==> src/rtl/comparator_pkg.sv <==
// Shared types and result encodings for the serial magnitude comparator.
// The result is carried as a one-hot {l, g, e} triple.
package comparator_pkg;

  typedef enum logic [1:0] {
    IDLE = 2'd0,
    CMP  = 2'd1,
    DONE = 2'd2
  } state_t;

  localparam logic [2:0] LT = 3'b100;
  localparam logic [2:0] GT = 3'b010;
  localparam logic [2:0] EQ = 3'b001;

  // Map the two decision flags onto the one-hot {l, g, e} encoding
  function automatic logic [2:0] encode_result(input logic lt, input logic gt);
    if (lt)      return LT;
    else if (gt) return GT;
    else         return EQ;
  endfunction

endpackage

==> src/rtl/digit_compare.sv <==
// Combinational unsigned compare of one W-bit digit slice.
module digit_compare #(
  parameter int W = 2
) (
  input  logic [W-1:0] x,
  input  logic [W-1:0] y,
  output logic         lt,
  output logic         gt
);

  assign lt = (x < y);
  assign gt = (x > y);

endmodule

==> src/rtl/serial_comparator.sv <==
// Serial magnitude comparator: walks two operands MSB-first, DIGIT bits per
// cycle, and reports a registered one-hot less/greater/equal result.
// Optional feature macro SERIAL_COMPARATOR_EARLY_EXIT_EN: finish on the first
// differing digit instead of always scanning every digit.
module serial_comparator
  import comparator_pkg::*;
#(
  parameter int WIDTH  = 8,
  parameter int DIGIT  = 2,
  parameter int SIGNED = 0
) (
  input  logic             clk,
  input  logic             rst_n,
  input  logic             start,
  input  logic [WIDTH-1:0] a,
  input  logic [WIDTH-1:0] b,
  output logic             busy,
  output logic             done,
  output logic             l,
  output logic             g,
  output logic             e
);

  localparam int N  = WIDTH / DIGIT;
  localparam int CW = $clog2(N + 1);

  // Flipping the sign bit turns a two's-complement compare into an unsigned one
  localparam logic [WIDTH-1:0] ONE      = 1;
  localparam logic [WIDTH-1:0] MSB_FLIP = (SIGNED != 0) ? (ONE << (WIDTH - 1)) : '0;

  if (WIDTH < 2 || (WIDTH % DIGIT) != 0) begin : g_bad_params
    $error("serial_comparator: WIDTH must be >= 2 and a multiple of DIGIT");
  end

  state_t           state;
  state_t           state_next;
  logic [WIDTH-1:0] sa;
  logic [WIDTH-1:0] sb;
  logic [CW-1:0]    cnt;
  logic             lt_flag;
  logic             gt_flag;
  logic [2:0]       res;
  logic             d_lt;
  logic             d_gt;
  logic             decided;
  logic             lt_next;
  logic             gt_next;
  logic             last_digit;
  logic             finish;

  digit_compare #(.W(DIGIT)) u_digit (
    .x  (sa[WIDTH-1 -: DIGIT]),
    .y  (sb[WIDTH-1 -: DIGIT]),
    .lt (d_lt),
    .gt (d_gt)
  );

  // Once either flag is set, later digits can no longer change the decision
  assign decided    = lt_flag | gt_flag;
  assign lt_next    = lt_flag | (~decided & d_lt);
  assign gt_next    = gt_flag | (~decided & d_gt);
  assign last_digit = (cnt == CW'(N - 1));

`ifdef SERIAL_COMPARATOR_EARLY_EXIT_EN
  assign finish = last_digit | (~decided & (d_lt | d_gt));
`else
  assign finish = last_digit;
`endif

  // State register
  always_ff @(posedge clk or negedge rst_n) begin
    if (!rst_n) state <= IDLE;
    else        state <= state_next;
  end

  // Next-state logic
  always_comb begin
    state_next = state;
    case (state)
      IDLE:    if (start) state_next = CMP;
      CMP:     if (finish) state_next = DONE;
      DONE:    state_next = IDLE;
      default: state_next = IDLE;
    endcase
  end

  // Operand shifting, digit counting, decision tracking and result capture
  always_ff @(posedge clk or negedge rst_n) begin
    if (!rst_n) begin
      sa      <= '0;
      sb      <= '0;
      cnt     <= '0;
      lt_flag <= 1'b0;
      gt_flag <= 1'b0;
      res     <= '0;
    end else begin
      case (state)
        IDLE: begin
          if (start) begin
            sa      <= a ^ MSB_FLIP;
            sb      <= b ^ MSB_FLIP;
            cnt     <= '0;
            lt_flag <= 1'b0;
            gt_flag <= 1'b0;
          end
        end
        CMP: begin
          sa      <= sa << DIGIT;
          sb      <= sb << DIGIT;
          cnt     <= cnt + CW'(1);
          lt_flag <= lt_next;
          gt_flag <= gt_next;
          if (finish) res <= encode_result(lt_next, gt_next);
        end
        default: ;
      endcase
    end
  end

  // Status outputs decoded from the registered state
  always_comb begin
    busy = (state != IDLE);
    done = (state == DONE);
  end

  assign l = res[2];
  assign g = res[1];
  assign e = res[0];

endmodule

==> config.mk <==
export PLATFORM = sky130hd
export DESIGN_NAME = serial_comparator
export DESIGN_NICKNAME = d
export VERILOG_FILES = /design/src/rtl/comparator_pkg.sv /design/src/rtl/digit_compare.sv /design/src/rtl/serial_comparator.sv
export SDC_FILE = /design/constraint.sdc
export NUM_CORES = 1
export LEC_CHECK = 0
export ABC_AREA = 0
export ABC_CLOCK_PERIOD_IN_PS = 1700
export BUFFER_PORTS_ARGS = -buffer_cell sky130_fd_sc_hd__buf_2
export CORE_UTILIZATION = 33
export DETAILED_ROUTE_END_ITERATION = 12
export PLACE_DENSITY = 0.59
export SLEW_MARGIN = 5
export SYNTH_ARGS = -nofsm -noshare
export SYNTH_HDL_FRONTEND = slang
export SYNTH_SLANG_ARGS = --single-unit
export TNS_END_PERCENT = 10
==> constraint.sdc <==
create_clock -name clk -period 1.7 [get_ports clk]
set_input_delay 0.085 -clock clk [delete_from_list [all_inputs] [get_ports clk]]
set_output_delay 0.085 -clock clk [all_outputs]
set_load 0.1 [all_outputs]
-- Word-level counts from Yosys, hierarchy flattened
Index checks and enable logic that the tools add are counted.
Widths: inputs -> output; s select.
- register bits after elaboration: 26
- bits of input ports: 19
- output and inout bits: 5
- word-level logic and storage cells: 41
- $add $sub $neg: 1
- $lt $le $gt $ge: 2
- equal/unequal tests: 5
- multiplexer cells: 14
- bitwise operators: 6
- reductions and logical operators: 6
- operators with widths (kind ; number):
    $pmux 8 s2 ; 2
    $mux 8 ; 2
    $mux 2 ; 3
    $mux 3 ; 2
    $pmux 3 s2 ; 1
    $reduce_and 2->1 ; 3
    $ne 2x2->1 const B ; 2
    $pmux 1 s2 ; 2
    $pmux 2 s2 ; 1
    $reduce_bool 2->1 ; 2
    $add 3x1->3 const B ; 1
    $eq 3x2->1 const B ; 1
    $or 1x1->1 ; 3
    $and 1x1->1 ; 2
    $eq 2x1->1 const B ; 1
    $eq 2x2->1 const B ; 1
    $gt 2x2->1 ; 1
    $logic_not 2->1 ; 1
    $lt 2x2->1 ; 1
    $mux 1 ; 1
    $not 1->1 ; 1

-- Logic depth before layout (Yosys ltp)
Gate-level depths: netlist of run 1.
- depth after elaboration: 6
- depth in mapped cells: 6
- depth with buffers taken out: 5

-- Cells and area by module
Synthesis of run 1 repeated with hierarchy kept, for this count alone.
- cell total of the unflattened synthesis: 118
- area total of the unflattened synthesis: 1229.9 um^2
- modules (own cells, without submodules) (module ; times used ; cells an instance ; area each (um^2) ; seq. area each (um^2)):
    serial_comparator ; 1 ; 111 ; 1164.9 ; 650.6
    digit_compare ; 1 ; 7 ; 65.1 ; 0.0

-- Least setup slack after synthesis of run 1
Ideal clock, no wire load.
- path kind: reg-to-output
- start: register state[0]
- end: output port done
- arrival time: 1.502 ns
- data required time: 1.615 ns
- path slack: 0.113 ns
- stages on the path, launching flop included: 4
- path buffers: 2
- cells stage by stage: dfrtp_1 > buf_6 > buf_4 > and2b_1
- word-level cells in the longest chain between the ends: 1
- RTL lines (what ; RTL line ; source):
    from (decl) ; serial_comparator.sv:35 ; state_t state;
    from (signal assigned) ; serial_comparator.sv:73 ; else state <= state_next;
    $eq 2x2->1 ; serial_comparator.sv:123 ; done = (state == DONE);
    to (decl) ; serial_comparator.sv:18 ; output logic done,
No other way between the ends.

-- Worst setup path after layout of run 1
- start: register state[0]
- end: output port busy
- word-level cells in the longest chain between the ends: 1
- RTL lines (what ; RTL line ; source):
    $reduce_bool 2->1 ; serial_comparator.sv:122 ; busy = (state != IDLE);
    to (decl) ; serial_comparator.sv:17 ; output logic busy,
No other way between the ends.

==> out/metrics.yaml, run 1 <==
detailed_routing:
  vias: 921
  avgViaCountPerCell: 4.93
  wire_per_inst_um: 12.3
  postRouteAntennaNets: 0
  route.detailed.drc: 0
  wl_um: 2300
  first_pass_iters: 4
  drtIter0Drc: 65
grt:
  grt_use_total: 0.129
  grt_overflow: 0
  grt_max_degree: 27
  grt_pass1_vias: 897
  antenna_found_initial: 0
  grt_pass1_wl_um: 4060
floorplanning:
  coreArea_sq_mm: 0.00344
  die_w_um: 63.0
  start_util: 0.357
  io_pins: 24
  rows: 21
  die_area_sq_mm: 0.00397
  chipHeight_um: 63.0
worst_setup_path:
  cp_slowest_cell: "dfrtp_2"
  cp.required_ns: 1.62
  crit_type: "register to output pin"
  cp.arrival_ns: 1.49
  cp-start-kind: "register"
  crit_fanout: 16
  cpPeakStageDelay_ns: 0.53
  end_kind: "output pin"
  worstPathCellList: "buf_4 -> or2_2 -> buf_12"
logic_synthesis:
  synth_cells: 118
  synthTopCellsByArea: "dfrtp_1, a22oi_1, o21ai_1"
  ys_seq_area_frac: 0.530
  synth_ff_type: "dfrtp_1"
  synth_warnings: 0
  synthesis.nets: 141
  ys_types: 25
  avgSynthCellArea_sq_um: 10.4
  synth_top_area_frac: 0.530
  synth_top_area_cell: "dfrtp_1"
  synth-edff-count: 0
  ys_seq_elements: 26
  syn_area_sq_mm: 0.00123
  async_reset_ff_frac: 1.00
cells_and_area:
  layout_common_cells: "dfrtp_1, buf_2, nand2_1"
  nFillCells: 351
  area_growth_pct: 18.4
  fin_cells: 187
  layout_commonest_cell: "dfrtp_1"
  nets: 165
  final_area_sq_mm: 0.00146
  drive_above_1_share: 0.248
  insertedDiodeCount: 0
sta:
  tns_ns: 0
  fin_worst_skew_ns: 0.00420
  hold_viol_final: 0
  maxSlewHeadroom: 0.617
  fmax_mhz: 637
  setup_viol: 0
  drv_slew: 0
  fin_crit_sh: 0.924
  rsz0062_at_grt: "no"
  tightestPinTransition_ns: 0.574
  fin_crit_ns: 1.57
  hold_ws_ns: 0.0241
cts:
  clkTransAtPathRegs_ns: 0.09
  insertion_delay_ns: 0.27
  cts_tree: "yes"
  clockBufferDepth: 2
  cts_made_buffers: 3
  ctsHtreeMaxLevel: 1
  cts_setup_buffers: 0
  cts_sinks: 26
  cts_root_buf: "clkbuf_8"
placed_design:
  placed_cell_area_sq_mm: 0.00139
  post-dp-hpwl_um: 1620
  dp.cells: 182
  portBuffers: 23
  gp_congestion: 0.757
power_and_ir_drop:
  p_per_area_mw_per_mm2: 1910
  p_leak_nw: 0.689
  ir_drop_v: 0.000546
status:
  status: "finished clean"
worst_hold_path:
  hold_path.class: "input port to register"
run:
  cap_violations: 0
## where the power goes
group / internal, W / total, W / switching [W]
Sequential: 0.000881 / 0.00109 / 0.000213
Combinational: 0.000464 / 0.00129 / 0.000822
Clock: 0.000207 / 0.000399 / 0.000191
Total: 0.00155 / 0.00278 / 0.00123
## through the flow
step	setup WS [ns]	util	power, W
after CTS	0.0151	0.422	0.00281
after global placement	0.307	0.403	0.00236
after global routing	0.0578	0.423	0.00300
after floorplan	0.113	-	0.00213
final	0.130	0.423	0.00278
after detailed placement	0.267	0.403	0.00240
## layer usage
layer,track usage,vias up,part of all wire
met1,0.182,433,0.49
li1,-,457,-
met4,0.0262,0,0.0035
met2,0.191,29,0.44
met3,0.0438,2,0.066
met5,0,-,0
## worst paths after layout
kind,startpoint,endpoint,slack (ns),cells past startpoint
setup / recovery,state[0]$_DFFE_PN0P_,busy,0.13,3
hold / removal,a[0],sa[0]$_DFFE_PN0P_,0.02,2
setup reg to reg,sa[7]$_DFFE_PN0P_,lt_flag$_DFFE_PN0P_,0.24,4
hold reg to reg,cnt[1]$_DFFE_PN0P_,cnt[1]$_DFFE_PN0P_,0.49,2
max in group asynchronous,rst_n,state[0]$_DFFE_PN0P_,0.96,2
min in group asynchronous,rst_n,cnt[2]$_DFFE_PN0P_,0.33,2
## cell families (layout without fill, tap and decap cells)
kind of cell | count (synthesis) | count (layout) | synth area share
AO/OA/AOI/OAI | 42 | 42 | 0.225
adder cells (fa/ha/maj) | 4 | 4 | 0.0407
buffers and inverters | 13 | 36 | 0.0652
flip-flops | 26 | 26 | 0.530
AND/OR/NAND/NOR | 33 | 33 | 0.140
## area by class of cell
| type | instances | area [sq um] | share of cell area |
|---|---|---|---|
| flip-flops and latches | 26 | 652 | 0.448 |
| multi-input cells | 79 | 498 | 0.342 |
| repair buffers | 26 | 170 | 0.117 |
| well taps | 46 | 57.6 | 0.0396 |
| clock buffers | 4 | 55.1 | 0.0378 |
| inverters | 6 | 22.5 | 0.0155 |
## Yosys cell counts (2+ instances only)
master	instances
a22o_1	4
a21oi_1	3
a31oi_1	2
inv_1	6
nor2b_1	2
buf_4	2
dfrtp_1	26
and3b_1	2
nand2_1	16
nor2_1	4
o21ai_0	8
o21ai_1	12
buf_6	3
nand2b_1	4
a22oi_1	11
ha_1	4
## state kept, by name (all words and copies together), names as in the netlist
signal and cells:
cnt 3, sb 8, gt_flag 1, state 2
lt_flag 1, sa 8, res 3
## critical path, delay by kind of cell (launching register included)
kind,cells,cell delay (ns)
buf+inv,2,0.38
flops,1,0.53
simple gates,1,0.30
## timing repair
item	in CTS	in global routing
hold buffers	1	0
hold endpoints to repair	26	0
resized for setup	0	1
endpoints found under the setup margin	0	2
Note: power is estimated with default switching activity, not from simulation.
==> run 2, diff against run 1 <==
- GPL_TIMING_DRIVEN: not set -> 0
==> run 2 against run 1 <==
Clock skew is 0.0032 ns higher. Die area stayed put. Wire length is 6.6% higher. Sequential share of layout area is 0.65 points lower. Clock power hardly changed. Critical endpoint is now done. Worst hold slack better by 0.011 ns. Register-to-register slack hardly changed. Global-route usage is 0.85 points higher. Worst setup slack worse by 0.061 ns. Combinational power is 8% higher. First-iteration DRC count is 37% lower. Fmax is 3.7% lower.
==> out/metrics.yaml, run 2 (same netlist as run 1, synthesis figures left out) <==
status:
  status: "finished clean"
floorplanning:
  start_util: 0.357  # unchanged
  die_area_sq_mm: 0.00397  # unchanged
  rows: 21  # unchanged
  coreArea_sq_mm: 0.00344  # unchanged
  die_w_um: 63.0  # unchanged
  io_pins: 24  # unchanged
  chipHeight_um: 63.0  # unchanged
sta:
  drv_slew: 0  # unchanged
  tightestPinTransition_ns: 0.595  # +0.0215 ns
  fmax_mhz: 613  # -3.7%
  maxSlewHeadroom: 0.603  # -0.0143
  fin_crit_sh: 0.959  # +0.0358
  fin_crit_ns: 1.63  # +0.0608 ns
  tns_ns: 0  # unchanged
  fin_worst_skew_ns: 0.00736  # +0.00316 ns
  hold_viol_final: 0  # unchanged
  setup_viol: 0  # unchanged
  rsz0062_at_grt: "no"
detailed_routing:
  avgViaCountPerCell: 4.89  # -0.70%
  first_pass_iters: 4  # unchanged
  wl_um: 2450  # +6.6%
  wire_per_inst_um: 12.8  # +3.8%
  vias: 939  # +2.0%
  postRouteAntennaNets: 0  # unchanged
  drtIter0Drc: 41  # -37%
  route.detailed.drc: 0  # unchanged
cells_and_area:
  nFillCells: 344  # -2.0%
  register_area_sq_um: 652  # unchanged
  reg_top3: "sa: 8 flops, sb: 8 flops"
  layout_commonest_cell: "dfrtp_1"
  area_growth_pct: 20.2
  layout_common_cells: "dfrtp_1, buf_2, nand2_1"
  insertedDiodeCount: 0  # unchanged
  drive_above_1_share: 0.267  # +0.0189
  multi_input_comb_area_sq_um: 498  # unchanged
  nets: 170  # +3.0%
worst_setup_path:
  cp-start-kind: "register"
  crit_fanout: 10  # -6
  reg2reg_to: "res[2]$_DFFE_PN0P_"
  crit_type: "register to output pin"
  cp.arrival_ns: 1.55  # +0.06 ns
  ff2ff_path_depth: 4  # unchanged
  rr_startpoint: "sa[7]$_DFFE_PN0P_"
  cp.required_ns: 1.62  # about the same
  ff2ff_setup_slack_ns: 0.24  # about the same
  end_kind: "output pin"
power_and_ir_drop:
  ir_drop_v: 0.000680  # +24%
  p_per_area_mw_per_mm2: 1920  # +0.53%
  p_leak_nw: 0.707  # +2.5%
  p_total_w: 0.00283  # +2.0%
grt:
  grt_max_degree: 27  # unchanged
  grt_use_total: 0.138  # +0.00847
  antenna_found_initial: 0  # unchanged
  grt_pass1_wl_um: 4350  # +7.1%
  grt_pass1_vias: 984  # +9.7%
  grt_overflow: 0  # unchanged
run:
  cap_violations: 0  # unchanged
worst_hold_path:
  hp-start: "a[0]"
  hold_depth: 2  # unchanged
  hold_path.class: "input port to register"
  min_to: "sa[0]$_DFFE_PN0P_"
cts:
  ctsHtreeMaxLevel: 1  # unchanged
  cts_tree: "yes"
  cts_setup_buffers: 0  # unchanged
  clockBufferDepth: 2  # unchanged
  cts_root_buf: "clkbuf_8"
  cts_made_buffers: 3  # unchanged
  insertion_delay_ns: 0.27  # about the same
  cts_sinks: 26  # unchanged
  clkTransAtPathRegs_ns: 0.09  # about the same
placed_design:
  post-dp-hpwl_um: 1790  # +11%
  portBuffers: 23  # unchanged
  gp_congestion: 0.710  # -6.2%
-- run 2: changes by cell type in the layout (fill, tap and decap cells not counted), sizes merged --
cell	change
buf	+4
clkbuf	+1
-- run 2: metal layers --
metal  wire length (um)  share of wire  track usage  vias up
met3                 97          0.040       0.0328        2
li1                   -              -            -      466
met1               1160           0.47        0.181      447
met2               1180           0.48        0.230       24
met4                 13         0.0053       0.0262        0
met5                  0              0            0        -
-- run 2: timing repair --
action,in CTS,in global routing
hold endpoints to repair,26,0
endpoints found under the setup margin,2,1
hold buffers,1,0
gates resized for setup,2,2
-- run 2: how the worst max path moves through the flow --
| stage | start | to | slack (ns) |
|---|---|---|---|
| global route | state[0]$_DFFE_PN0P_ | done | 0.03 |
| global placement | state[0]$_DFFE_PN0P_ | done | 0.24 |
| CTS | state[0]$_DFFE_PN0P_ | busy | 0.008 |
| detailed placement | state[0]$_DFFE_PN0P_ | done | 0.22 |
| finish | state[0]$_DFFE_PN0P_ | done | 0.07 |
| floorplan | state[0]$_DFFE_PN0P_ | done | 0.11 |
-- run 2: per-stage QoR --
stage               setup WS, ns  cell area, sq um  utilization  hold slack, ns  cells
floorplan                  0.113              1230            -          -0.211    118
global placement           0.239              1400        0.407           0.120    187
detailed placement         0.221              1400        0.407           0.125    187
CTS                      0.00780              1470        0.427          0.0321    192
global route              0.0299              1480        0.429          0.0329    192
finish                    0.0690              1480        0.429          0.0353    192
-- run 2: layout make-up --
cell class | instances | share of cell area
Buffer | 7 | 0.0390
Clock buffer | 4 | 0.0373
Inverter | 6 | 0.0153
Multi-Input combinational cell | 79 | 0.337
Sequential cell | 26 | 0.442
Tap cell | 46 | 0.0390
Timing Repair Buffer | 24 | 0.0907
-- run 2: worst max-delay path, stage by stage (launching register included) --
cell	delay [ns]
dfrtp_2	0.46
buf_6	0.16
buf_4	0.17
and2b_1	0.19
buf_4	0.28
-- run 2: power by group --
| part | switching (W) | internal, W | total, W |
|---|---|---|---|
| sequential | 0.000161 | 0.000882 | 0.00104 |
| clock | 0.000193 | 0.000207 | 0.000400 |
| combinational | 0.000900 | 0.000491 | 0.00139 |
==> run 3, diff against run 2 <==
- SYNTH_HIERARCHICAL: not set -> 1
==> run 3 against run 2 <==
Synthesized area up 0.10%. Critical path depth up 1. Sequential cell count is the same. Sequential power grew 5%. Wire length rose by 6.6%. Clock power is 17% lower. Power up 4.9%. Synthesized cell count is the same. Highest routed layer unchanged.
==> out/metrics.yaml, run 3 <==
worst_setup_path:
  cp_slowest_cell: "dfrtp_1"
  path_common_cell: "buf_4"
  rr_startpoint: "sb[7]$_DFFE_PN0P_"
  cp.buffers_inverters: 4  # +1
  ff2ff_setup_slack_ns: 0.10  # -0.14 ns
  cp.arrival_ns: 1.51  # -0.04 ns
  crit_type: "register to output pin"
  end_kind: "output pin"
  cp-start-kind: "register"
  cp.required_ns: 1.62  # about the same
  worstPathCellList: "buf_4 -> inv_1 -> buf_2 -> nand2_1 -> buf_4"
  critical-path-top-delay-family: "buffers and inverters"
  crit_fanout: 10  # unchanged
  ff2ff_path_depth: 6  # +2
  reg2reg_to: "res[0]$_DFFE_PN0P_"
  cpPeakStageDelay_ns: 0.41  # -0.05 ns
logic_synthesis:
  ys_types: 26  # +4.0%
  yosysMostFrequentCell: "dfrtp_1"
  synth_warnings: 6  # +6
  ys_seq_area_frac: 0.529  # -0.000539
  ys_seq_elements: 26  # unchanged
  synth-edff-count: 0  # unchanged
  synth_top_area_frac: 0.529  # -0.000539
  synthTopCellsByCount: "dfrtp_1, o22ai_1, a21oi_1"
  synthTopCellsByArea: "dfrtp_1, o22ai_1, a21oi_1"
  synthesis.nets: 141  # unchanged
  synth_cells: 118  # unchanged
  synth_top_area_cell: "dfrtp_1"
  avgSynthCellArea_sq_um: 10.4  # +0.10%
  async_reset_ff_frac: 1.00  # unchanged
  synth_ff_type: "dfrtp_1"
  syn_area_sq_mm: 0.00123  # +0.10%
cells_and_area:
  reg_top3: "sa: 8 flops, sb: 8 flops"
  area_growth_pct: 20.1  # about the same
  insertedDiodeCount: 0  # unchanged
  drive_above_1_share: 0.269  # +0.00184
  multi_input_comb_area_sq_um: 513  # +3.0%
  nFillCells: 348  # +1.2%
  layout_common_cells: "dfrtp_1, buf_2, o22ai_1"
  register_area_sq_um: 652  # unchanged
  nets: 170  # unchanged
  layout_commonest_cell: "dfrtp_1"
  fin_cells: 191  # -0.52%
  postLayoutCoreUtil: 0.429  # about the same
sta:
  setup_viol: 0  # unchanged
  hold_viol_final: 0  # unchanged
  fmax_mhz: 626  # +2.0%
  fin_worst_skew_ns: 0.00281  # -0.00455 ns
  drv_slew: 0  # unchanged
  hold_ws_ns: 0.0343  # -0.000997 ns
  maxSlewHeadroom: 0.615  # +0.0118
  rsz0062_at_grt: "yes"
  fin_crit_sh: 0.940  # -0.0190
  fin_crit_ns: 1.60  # -0.0323 ns
  tightestPinTransition_ns: 0.578  # -0.0177 ns
grt:
  grt_pass1_vias: 940  # -4.5%
  grt_max_degree: 27  # unchanged
  grt_use_total: 0.142  # +0.00417
  grt_pass1_wl_um: 4340  # -0.30%
  antenna_found_initial: 0  # unchanged
  grt_overflow: 0  # unchanged
cts:
  ctsHtreeMaxLevel: 1  # unchanged
  insertion_delay_ns: 0.26  # about the same
  clockBufferDepth: 2  # unchanged
  cts_sinks: 26  # unchanged
  clkTransAtPathRegs_ns: 0.08  # about the same
  cts_tree: "yes"
  cts_made_buffers: 3  # unchanged
  cts_root_buf: "clkbuf_8"
floorplanning:
  rows: 21  # unchanged
  coreArea_sq_mm: 0.00344  # unchanged
  start_util: 0.357  # +0.000364
  die_area_sq_mm: 0.00398  # about the same
  io_pins: 24  # unchanged
  chipHeight_um: 63.1  # about the same
  die_w_um: 63.1  # about the same
status:
  status: "finished clean"
detailed_routing:
  drtIter0Drc: 41  # unchanged
  route.detailed.drc: 0  # unchanged
  wl_um: 2620  # +6.6%
  wire_per_inst_um: 13.7  # +7.2%
  avgViaCountPerCell: 5.29  # +8.1%
  postRouteAntennaNets: 0  # unchanged
  vias: 1010  # +7.6%
  first_pass_iters: 4  # unchanged
placed_design:
  portBuffers: 23  # unchanged
  gp_congestion: 0.791  # +11%
  dp.cells: 187  # unchanged
  post-dp-hpwl_um: 1980  # +11%
worst_hold_path:
  min_to: "sb[0]$_DFFE_PN0P_"
  hp-start: "b[0]"
  hold_path.class: "input port to register"
  hold_depth: 2  # unchanged
power_and_ir_drop:
  p_per_area_mw_per_mm2: 2010  # +4.8%
  p_total_w: 0.00297  # +4.9%
  p_leak_nw: 0.689  # -2.5%
  ir_drop_v: 0.000744  # +9.5%
run:
  cap_violations: 0  # unchanged
-- run 3: cell types whose count changed after synthesis, sizes merged, moves of 3 or more --
cell	change
o22ai	+21
o21ai	-16
a21oi	+11
a22oi	-10
nand2	-9
inv	+4
a2bb2oi	+3
-- run 3: repair_timing --
action,CTS,global route
resized for setup,2,3
hold buffers,1,0
cloned,0,0
setup buffers,0,0
hold endpoints to repair,26,0
endpoints found under the setup margin,2,3
-- run 3: worst reg2reg max path: cells and delay by family, from the launching register on --
family / cells / cell delay (ns)
AO/OA/AOI/OAI: 1 / 0.13
AND/OR/NAND/NOR: 3 / 0.67
flip-flops: 1 / 0.38
adder cells (fa/ha/maj): 1 / 0.27
buffers and inverters: 1 / 0.08
-- run 3: cell families after synthesis --
group           share of synthesized area
compound gates                      0.273
buf+inv                            0.0661
simple gates                       0.0916
flops                               0.529
fa+ha+maj                          0.0407
-- run 3: metrics by stage --
stage          setup slack, ns  instance area, sq um  setup TNS, ns
2_1_floorplan            0.142                  1230              0
3_3_place_gp             0.125                  1410              0
3_5_place_dp            0.0785                  1410              0
4_1_cts                 0.0588                  1460              0
5_1_grt               -0.00403                  1480       -0.00403
6_report                 0.101                  1480              0
-- run 3: per-layer routing --
| metal | up-vias | global-route usage | share of wire |
|---|---|---|---|
| li1 | 495 | - | - |
| met1 | 480 | 0.193 | 0.49 |
| met2 | 33 | 0.227 | 0.46 |
| met3 | 2 | 0.0380 | 0.046 |
| met4 | 0 | 0.0262 | 0.0046 |
| met5 | - | 0 | 0 |
-- run 3: worst max-delay path by stage --
stage / from / to / slack, ns / cells after the start
4_1_cts: sb[7]$_DFFE_PN0P_ / res[0]$_DFFE_PN0P_ / 0.06 / 6
6_report: state[0]$_DFFE_PN0P_ / busy / 0.10 / 5
3_5_place_dp: sb[7]$_DFFE_PN0P_ / res[0]$_DFFE_PN0P_ / 0.08 / 6
5_1_grt: sb[7]$_DFFE_PN0P_ / res[0]$_DFFE_PN0P_ / -0.004 / 6
3_3_place_gp: sb[7]$_DFFE_PN0P_ / res[0]$_DFFE_PN0P_ / 0.13 / 6
2_1_floorplan: state[1]$_DFFE_PN0P_ / done / 0.14 / 3
-- run 3: cell type report --
class | instances | share of cell area
Tap cell | 46 | 0.0389
Inverter | 10 | 0.0254
Timing Repair Buffer | 24 | 0.0881
Buffer | 6 | 0.0313
Clock buffer | 3 | 0.0279
Sequential cell | 26 | 0.441
Multi-Input combinational cell | 76 | 0.347
-- run 3: power breakdown --
| group | switching (W) | total [W] | internal (W) |
|---|---|---|---|
| clock network | 0.000176 | 0.000334 | 0.000158 |
| logic | 0.000944 | 0.00155 | 0.000606 |
| registers | 0.000202 | 0.00109 | 0.000888 |
